`config.mk`:
```
export PLATFORM = sky130hd
export DESIGN_NAME = vending_checkout_flat
export DESIGN_NICKNAME = d
export VERILOG_FILES = /design/src/rtl/vending_checkout_pkg.sv /design/src/rtl/vending_checkout_if.sv /design/src/rtl/vending_checkout_stock_alert.sv /design/src/rtl/vending_checkout.sv /design/src/flat_wrapper.sv
export SDC_FILE = /design/constraint.sdc
export NUM_CORES = 1
export LEC_CHECK = 0
export BUFFER_PORTS_ARGS = -buffer_cell sky130_fd_sc_hd__buf_2
export CAP_MARGIN = 15
export CORE_AREA = 5 5 111 113
export CTS_BUF_LIST = sky130_fd_sc_hd__clkbuf_4 sky130_fd_sc_hd__clkbuf_8 sky130_fd_sc_hd__clkbuf_16
export CTS_CLUSTER_DIAMETER = 200
export DETAILED_ROUTE_END_ITERATION = 8
export DIE_AREA = 0 0 116 118
export PLACE_DENSITY = 0.95
export SYNTH_ARGS = -nofsm -noshare
export SYNTH_HDL_FRONTEND = slang
export SYNTH_HIERARCHICAL = 1
export SYNTH_SLANG_ARGS = --single-unit
```
`constraint.sdc`:
```
create_clock -name clk -period 19.1 [get_ports clk]
set_input_delay 1.91 -clock clk [delete_from_list [all_inputs] [get_ports clk]]
set_output_delay 1.91 -clock clk [all_outputs]
set_load 0.01 [all_outputs]
```
`src/rtl/vending_checkout_pkg.sv`:
```
// Shared widths, product count and alert encodings for the vending checkout slice.
package vending_pkg;

   localparam int unsigned NUM_PRODUCTS = 8;
   localparam int unsigned PID_W        = 3;
   localparam int unsigned PRICE_W      = 8;
   localparam int unsigned QTY_W        = 4;
   localparam int unsigned MONEY_W      = 16;
   localparam int unsigned STOCK_W      = 4;

   localparam logic [1:0] ALERT_OK    = 2'b00;
   localparam logic [1:0] ALERT_LOW   = 2'b01;
   localparam logic [1:0] ALERT_EMPTY = 2'b10;

endpackage

```
`src/rtl/vending_checkout_if.sv`:
```
// Purchase request / pricing response bus between the front panel and the checkout.
interface vending_checkout_if;
   import vending_pkg::*;

   logic [PID_W-1:0]   product_id;
   logic [PRICE_W-1:0] price0;
   logic [PRICE_W-1:0] price1;
   logic [PRICE_W-1:0] price2;
   logic [PRICE_W-1:0] price3;
   logic [PRICE_W-1:0] price4;
   logic [PRICE_W-1:0] price5;
   logic [PRICE_W-1:0] price6;
   logic [PRICE_W-1:0] price7;
   logic [QTY_W-1:0]   quantity;
   logic [MONEY_W-1:0] amount_paid;

   logic [PRICE_W-1:0] price;
   logic [MONEY_W-1:0] total_price;
   logic               discount;
   logic [MONEY_W-1:0] discounted_price;
   logic [MONEY_W-1:0] remaining_amount;
   logic               accept;

   // Front panel side: issues the request, observes the pricing result.
   modport master (
      output product_id, price0, price1, price2, price3, price4, price5, price6, price7,
      output quantity, amount_paid,
      input  price, total_price, discount, discounted_price, remaining_amount, accept
   );

   // Checkout side: consumes the request, produces the pricing result.
   modport slave (
      input  product_id, price0, price1, price2, price3, price4, price5, price6, price7,
      input  quantity, amount_paid,
      output price, total_price, discount, discounted_price, remaining_amount, accept
   );

endinterface

```
`src/rtl/vending_checkout_stock_alert.sv`:
```
// Maps one product's stock level to its 2-bit status (ok / low / empty).
module vc_stock_alert
   import vending_pkg::*;
#(
   parameter logic [STOCK_W-1:0] LOW_THRESH = 4'd3
) (
   input  logic [STOCK_W-1:0] stock,
   output logic [1:0]         alert
);

   // Empty takes priority over low; 2'b11 is unreachable.
   always_comb begin
      alert = ALERT_OK;
      if (stock == '0)
         alert = ALERT_EMPTY;
      else if (stock <= LOW_THRESH)
         alert = ALERT_LOW;
   end

endmodule

```
`src/rtl/vending_checkout.sv`:
```
// Vending checkout: combinational pricing/discount/change, registered per-product
// stock with low-stock alerts. Optional sales accumulator enabled by the macro
// VENDING_SALES_REGISTER_EN (default: sales_total tied to zero).
module vending_checkout
   import vending_pkg::*;
#(
   parameter logic [STOCK_W-1:0] INIT_STOCK   = 4'd15,
   parameter logic [QTY_W-1:0]   DISCOUNT_QTY = 4'd10,
   parameter logic [STOCK_W-1:0] LOW_THRESH   = 4'd3
) (
   input  logic               clk,
   input  logic               reset,
   vending_checkout_if.slave  bus,
   output logic [STOCK_W-1:0] stock0,
   output logic [STOCK_W-1:0] stock1,
   output logic [STOCK_W-1:0] stock2,
   output logic [STOCK_W-1:0] stock3,
   output logic [STOCK_W-1:0] stock4,
   output logic [STOCK_W-1:0] stock5,
   output logic [STOCK_W-1:0] stock6,
   output logic [STOCK_W-1:0] stock7,
   output logic [1:0]         alert0,
   output logic [1:0]         alert1,
   output logic [1:0]         alert2,
   output logic [1:0]         alert3,
   output logic [1:0]         alert4,
   output logic [1:0]         alert5,
   output logic [1:0]         alert6,
   output logic [1:0]         alert7,
   output logic [MONEY_W-1:0] sales_total
);

   logic [STOCK_W-1:0] stock_q [NUM_PRODUCTS];
   logic [1:0]         alert_w [NUM_PRODUCTS];
   logic [PRICE_W-1:0] unit_price;
   logic [STOCK_W-1:0] sel_stock;
   logic [MONEY_W-1:0] total;
   logic [MONEY_W-1:0] due;
   logic               disc;
   logic               paid_enough;
   logic               accept_w;

   // Unit price mux on the selected product.
   always_comb begin
      unit_price = bus.price0;
      case (bus.product_id)
         3'd0: unit_price = bus.price0;
         3'd1: unit_price = bus.price1;
         3'd2: unit_price = bus.price2;
         3'd3: unit_price = bus.price3;
         3'd4: unit_price = bus.price4;
         3'd5: unit_price = bus.price5;
         3'd6: unit_price = bus.price6;
         3'd7: unit_price = bus.price7;
         default: unit_price = bus.price0;
      endcase
   end

   // Total, bulk discount (truncating 10%), saturating change and acceptance.
   always_comb begin
      sel_stock   = stock_q[bus.product_id];
      total       = MONEY_W'(unit_price) * MONEY_W'(bus.quantity);
      disc        = (bus.quantity >= DISCOUNT_QTY);
      due         = disc ? (total - (total / 16'd10)) : total;
      paid_enough = (bus.amount_paid >= due);
      accept_w    = (bus.quantity != '0) && (bus.quantity <= sel_stock) && paid_enough;
   end

   assign bus.price            = unit_price;
   assign bus.total_price      = total;
   assign bus.discount         = disc;
   assign bus.discounted_price = due;
   assign bus.remaining_amount = paid_enough ? (bus.amount_paid - due) : '0;
   assign bus.accept           = accept_w;

   // Stock registers: every accepted edge consumes the requested quantity.
   always_ff @(posedge clk or posedge reset) begin
      if (reset) begin
         for (int unsigned i = 0; i < NUM_PRODUCTS; i++)
            stock_q[i] <= INIT_STOCK;
      end else if (accept_w) begin
         stock_q[bus.product_id] <= sel_stock - bus.quantity;
      end
   end

   for (genvar g = 0; g < NUM_PRODUCTS; g++) begin : g_alert
      vc_stock_alert #(.LOW_THRESH(LOW_THRESH)) u_alert (
         .stock (stock_q[g]),
         .alert (alert_w[g])
      );
   end

   assign stock0 = stock_q[0];
   assign stock1 = stock_q[1];
   assign stock2 = stock_q[2];
   assign stock3 = stock_q[3];
   assign stock4 = stock_q[4];
   assign stock5 = stock_q[5];
   assign stock6 = stock_q[6];
   assign stock7 = stock_q[7];

   assign alert0 = alert_w[0];
   assign alert1 = alert_w[1];
   assign alert2 = alert_w[2];
   assign alert3 = alert_w[3];
   assign alert4 = alert_w[4];
   assign alert5 = alert_w[5];
   assign alert6 = alert_w[6];
   assign alert7 = alert_w[7];

`ifdef VENDING_SALES_REGISTER_EN
   logic [MONEY_W-1:0] sales_q;

   // Running sales sum of amounts due, wrapping modulo 2^16.
   always_ff @(posedge clk or posedge reset) begin
      if (reset)
         sales_q <= '0;
      else if (accept_w)
         sales_q <= sales_q + due;
   end

   assign sales_total = sales_q;
`else
   assign sales_total = '0;
`endif

endmodule

```
`src/flat_wrapper.sv`:
```
// flat-port wrapper written by rule: the top's interface ports become plain ports
module vending_checkout_flat import vending_pkg::*;
#(
   parameter logic [STOCK_W-1:0] INIT_STOCK   = 4'd15,
   parameter logic [QTY_W-1:0]   DISCOUNT_QTY = 4'd10,
   parameter logic [STOCK_W-1:0] LOW_THRESH   = 4'd3
)
  (clk, reset, stock0, stock1, stock2, stock3, stock4, stock5, stock6, stock7, alert0, alert1, alert2, alert3, alert4, alert5, alert6, alert7, sales_total, bus_product_id, bus_price0, bus_price1, bus_price2, bus_price3, bus_price4, bus_price5, bus_price6, bus_price7, bus_quantity, bus_amount_paid, bus_price, bus_total_price, bus_discount, bus_discounted_price, bus_remaining_amount, bus_accept);
  vending_checkout_if bus_i ();
  input  logic clk;
  input  logic reset;
  output logic [STOCK_W-1:0] stock0;
  output logic [STOCK_W-1:0] stock1;
  output logic [STOCK_W-1:0] stock2;
  output logic [STOCK_W-1:0] stock3;
  output logic [STOCK_W-1:0] stock4;
  output logic [STOCK_W-1:0] stock5;
  output logic [STOCK_W-1:0] stock6;
  output logic [STOCK_W-1:0] stock7;
  output logic [1:0] alert0;
  output logic [1:0] alert1;
  output logic [1:0] alert2;
  output logic [1:0] alert3;
  output logic [1:0] alert4;
  output logic [1:0] alert5;
  output logic [1:0] alert6;
  output logic [1:0] alert7;
  output logic [MONEY_W-1:0] sales_total;
  input wire logic [$bits(bus_i.product_id)-1:0] bus_product_id;
  input wire logic [$bits(bus_i.price0)-1:0] bus_price0;
  input wire logic [$bits(bus_i.price1)-1:0] bus_price1;
  input wire logic [$bits(bus_i.price2)-1:0] bus_price2;
  input wire logic [$bits(bus_i.price3)-1:0] bus_price3;
  input wire logic [$bits(bus_i.price4)-1:0] bus_price4;
  input wire logic [$bits(bus_i.price5)-1:0] bus_price5;
  input wire logic [$bits(bus_i.price6)-1:0] bus_price6;
  input wire logic [$bits(bus_i.price7)-1:0] bus_price7;
  input wire logic [$bits(bus_i.quantity)-1:0] bus_quantity;
  input wire logic [$bits(bus_i.amount_paid)-1:0] bus_amount_paid;
  output wire logic [$bits(bus_i.price)-1:0] bus_price;
  output wire logic [$bits(bus_i.total_price)-1:0] bus_total_price;
  output wire logic [$bits(bus_i.discount)-1:0] bus_discount;
  output wire logic [$bits(bus_i.discounted_price)-1:0] bus_discounted_price;
  output wire logic [$bits(bus_i.remaining_amount)-1:0] bus_remaining_amount;
  output wire logic [$bits(bus_i.accept)-1:0] bus_accept;
  assign bus_i.product_id = bus_product_id;
  assign bus_i.price0 = bus_price0;
  assign bus_i.price1 = bus_price1;
  assign bus_i.price2 = bus_price2;
  assign bus_i.price3 = bus_price3;
  assign bus_i.price4 = bus_price4;
  assign bus_i.price5 = bus_price5;
  assign bus_i.price6 = bus_price6;
  assign bus_i.price7 = bus_price7;
  assign bus_i.quantity = bus_quantity;
  assign bus_i.amount_paid = bus_amount_paid;
  assign bus_price = bus_i.price;
  assign bus_total_price = bus_i.total_price;
  assign bus_discount = bus_i.discount;
  assign bus_discounted_price = bus_i.discounted_price;
  assign bus_remaining_amount = bus_i.remaining_amount;
  assign bus_accept = bus_i.accept;
  vending_checkout #(.INIT_STOCK(INIT_STOCK), .DISCOUNT_QTY(DISCOUNT_QTY), .LOW_THRESH(LOW_THRESH)) u_core (.clk(clk), .reset(reset), .bus(bus_i), .stock0(stock0), .stock1(stock1), .stock2(stock2), .stock3(stock3), .stock4(stock4), .stock5(stock5), .stock6(stock6), .stock7(stock7), .alert0(alert0), .alert1(alert1), .alert2(alert2), .alert3(alert3), .alert4(alert4), .alert5(alert5), .alert6(alert6), .alert7(alert7), .sales_total(sales_total));
endmodule
```
==> summary.md <==
| Metric | Value |
|---|---|
| Die area | 13690 um^2 |
| Initial antenna violation count | 0 |
| Area of the core | 11220 um^2 |
| Share of cells above drive strength 1 | 0.3499 |
| Post-CTS Setup Bufs | 0 |
| Worst path required time | 17.19 ns |
| Final setup viols | 0 |
| R2R Path Start | u_core/stock2[0] |
| Post-synthesis simple-gate area fraction | 0.2079 |
| Final period utilization | 0.8093 |
| Worst Setup End Kind | primary output |
| Class of the most critical setup path | input port to primary output |
| DRT iter0 DRCs | 664 |
| Most used flip-flop cell after synthesis | dfstp_2 |
| Final hold vios | 0 |
| Post-CTS Resized | 0 |
| Die H | 118 um |
| Avg Inst Size Synth | 8.078 um^2 |
| Synth Instances | 737 |
| Hold_buf cts | 0 |
| Worst-Skew Late Latency | 0.28 ns |
| Share of the yosys chip area belonging to registers | 0.1412 |
| Setup TNS | 0 ns |
| Syn. warnings | 6 |
| Count of different cell masters after synthesis | 89 |
| CTS tree | built |
| Mux contribution to synthesized area | 0.1290 |
| Area grow syn2layout | 18.31% |
| CTS max path bufs | 2 |
| Fraction of registers with async set/reset | 1.000 |
| Status | completed |
| RePlAce Congestion | 0.9887 |
| Min-delay src | u_core/stock1[1] |
| Delay of the slowest critical-path stage | 0.61 ns |
| Skew final | 0.006464 ns |
| Final Critical Period | 15.46 ns |
| Multi-input gate area in the final layout | 4539 um^2 |
| H-tree levels | 2 |
| Adder-cell share of the synthesized area | 0.1467 |
| Max Freq | 0.06469 GHz |
| Crit path max-delay cell type | buf_2 |
| Synth Area in Compound Gates | 0.2177 |
| Post-DP HPWL | 15070 um |
| Slew Limit Fails | 0 |
| Relative slew slack | 0.3114 |
| Root buffer cell | clkbuf_16 |
| Drt first pass iters | 5 |
| Number of synthesized register bits | 32 |
| Fillers | 942 |
| Gr ovfl total | 0 |
| DR WL/cell | 18.27 um |
| CTS Sinks | 32 |
| Routed Antenna Nets | 0 |
| CTS clk-pin slew, worst paths | 0.05 ns |
| RSZ-0062 raised after global routing | false |
| Nature of the critical path startpoint | input port |
| Initial Utilization | 0.5304 |
| XOR/XNOR share of the synthesized area | 0.04855 |
| Routed vias/inst | 6.072 |
| Total GRT Usage | 0.2716 |
| Largest net degree at the start of global routing | 38 |
| Min-Delay Path Class | register to register |
| Max Cap Viol | 0 |
| Port bufs | 190 |
| Total wire length | 19170 um |
| Layout Nets | 1055 |
| Die W | 116 um |
| Total vias in the final route | 6370 |
| Io pins | 211 |
| Largest family of logic cells by synthesized area | compound AO/OA/AOI/OAI gates |
| Register area | 840.8 um^2 |
| TritonCTS Buffers | 5 |
| Crit path from | bus_product_id[1] |
| Slew @ Worst Pin | 1.025 ns |
| Crit Path Max Fanout | 32 |
| First-pass GRT wire length | 30940 um |
| Most frequent cells in the layout | buf_2 (190), inv_1 (85), nand2_1 (68) |
| Vias in the first global route | 6324 |
| # diodes | 0 |
| CP arrival | 13.55 ns |
| DRC errors left | 0 |
| Number of synthesized flops with an enable pin | 0 |
| CP most frequent cell | a21o_1 |
| Mapped cell area | 5953 um^2 |
| Rows | 39 |
| Most common cell after layout, fill and taps aside | buf_2 |
worst max-delay path: cells and delay by family:
family	cells	cell delay, ns
compound gates	21	5.03
xor+xnor	2	0.47
fa+ha+maj	6	2.20
buf+inv	5	1.28
simple gates	10	2.60
synthesized netlist by cell type (11+ instances only):
cell type	count	share of area
mux2_2	18	0.034
mux2i_1	25	0.042
nor2_1	47	0.030
nor3_1	19	0.016
fa_1	15	0.050
and2_1	11	0.012
nand3_1	12	0.010
buf_4	22	0.028
a21oi_1	39	0.033
xor2_1	11	0.016
ha_1	45	0.095
nand2_1	68	0.043
dfstp_2	32	0.14
xnor2_1	22	0.032
clkbuf_1	13	0.0082
mux4_2	12	0.045
inv_1	85	0.054
o21ai_0	39	0.033
a21o_1	15	0.019
layout make-up:
type | count | share of cell area
multi-input cells | 583 | 0.6445
well taps | 143 | 0.02540
repair buffers | 192 | 0.1400
flip-flops and latches | 32 | 0.1194
clock buffers | 7 | 0.02167
inverters | 92 | 0.04903
stage by stage:
step                setup WS [ns]    util  std cells  hold slack (ns)  area [um^2]
detailed placement          3.922  0.6115       1041           0.4883         6863
global placement            4.300  0.6115       1041           0.4826         6863
floorplan                   5.682       -        756           0.4913         6025
CTS                         3.897  0.6251       1048           0.5080         7015
global route                2.955  0.6275       1049           0.5312         7043
finish                      3.643  0.6275       1049           0.5072         7043
sequential cells by signal, summed over array words and instances, names as in the netlist:
signal and cells:
u_core/stock4 4, u_core/stock3 4, u_core/stock7 4, u_core/stock1 4, u_core/stock6 4, u_core/stock2 4
u_core/stock5 4, u_core/stock0 4
final timing paths:
kind	end	slack, ns	cells after the start
setup / recovery	bus_accept	3.64	44
hold / removal	u_core/stock1[1]	0.51	2
setup reg to reg	u_core/stock7[3]	15.67	10
hold reg to reg	u_core/stock1[1]	0.51	2
max in group asynchronous	u_core/stock3[2]	16.99	3
min in group asynchronous	u_core/stock6[2]	1.86	2
kinds of logic after synthesis:
kind of cell	after synthesis
XOR/XNOR	33
AO/OA/AOI/OAI	183
flip-flops	32
AND/OR/NAND/NOR	227
buffers and inverters	141
adder cells (fa/ha/maj)	61
multiplexers	59
other	1
layer usage:
| layer | vias up | GRT usage | share of wire |
|---|---|---|---|
| met5 | - | 0 | 0 |
| met2 | 434 | 0.4777 | 0.50 |
| met4 | 0 | 0.1015 | 0.032 |
| met1 | 2955 | 0.3249 | 0.36 |
| li1 | 2918 | - | - |
| met3 | 63 | 0.04730 | 0.11 |
Power is left out: the tool's default activity adds up to more than one toggle a clock period on the data nets, which glitch-free logic cannot reach.
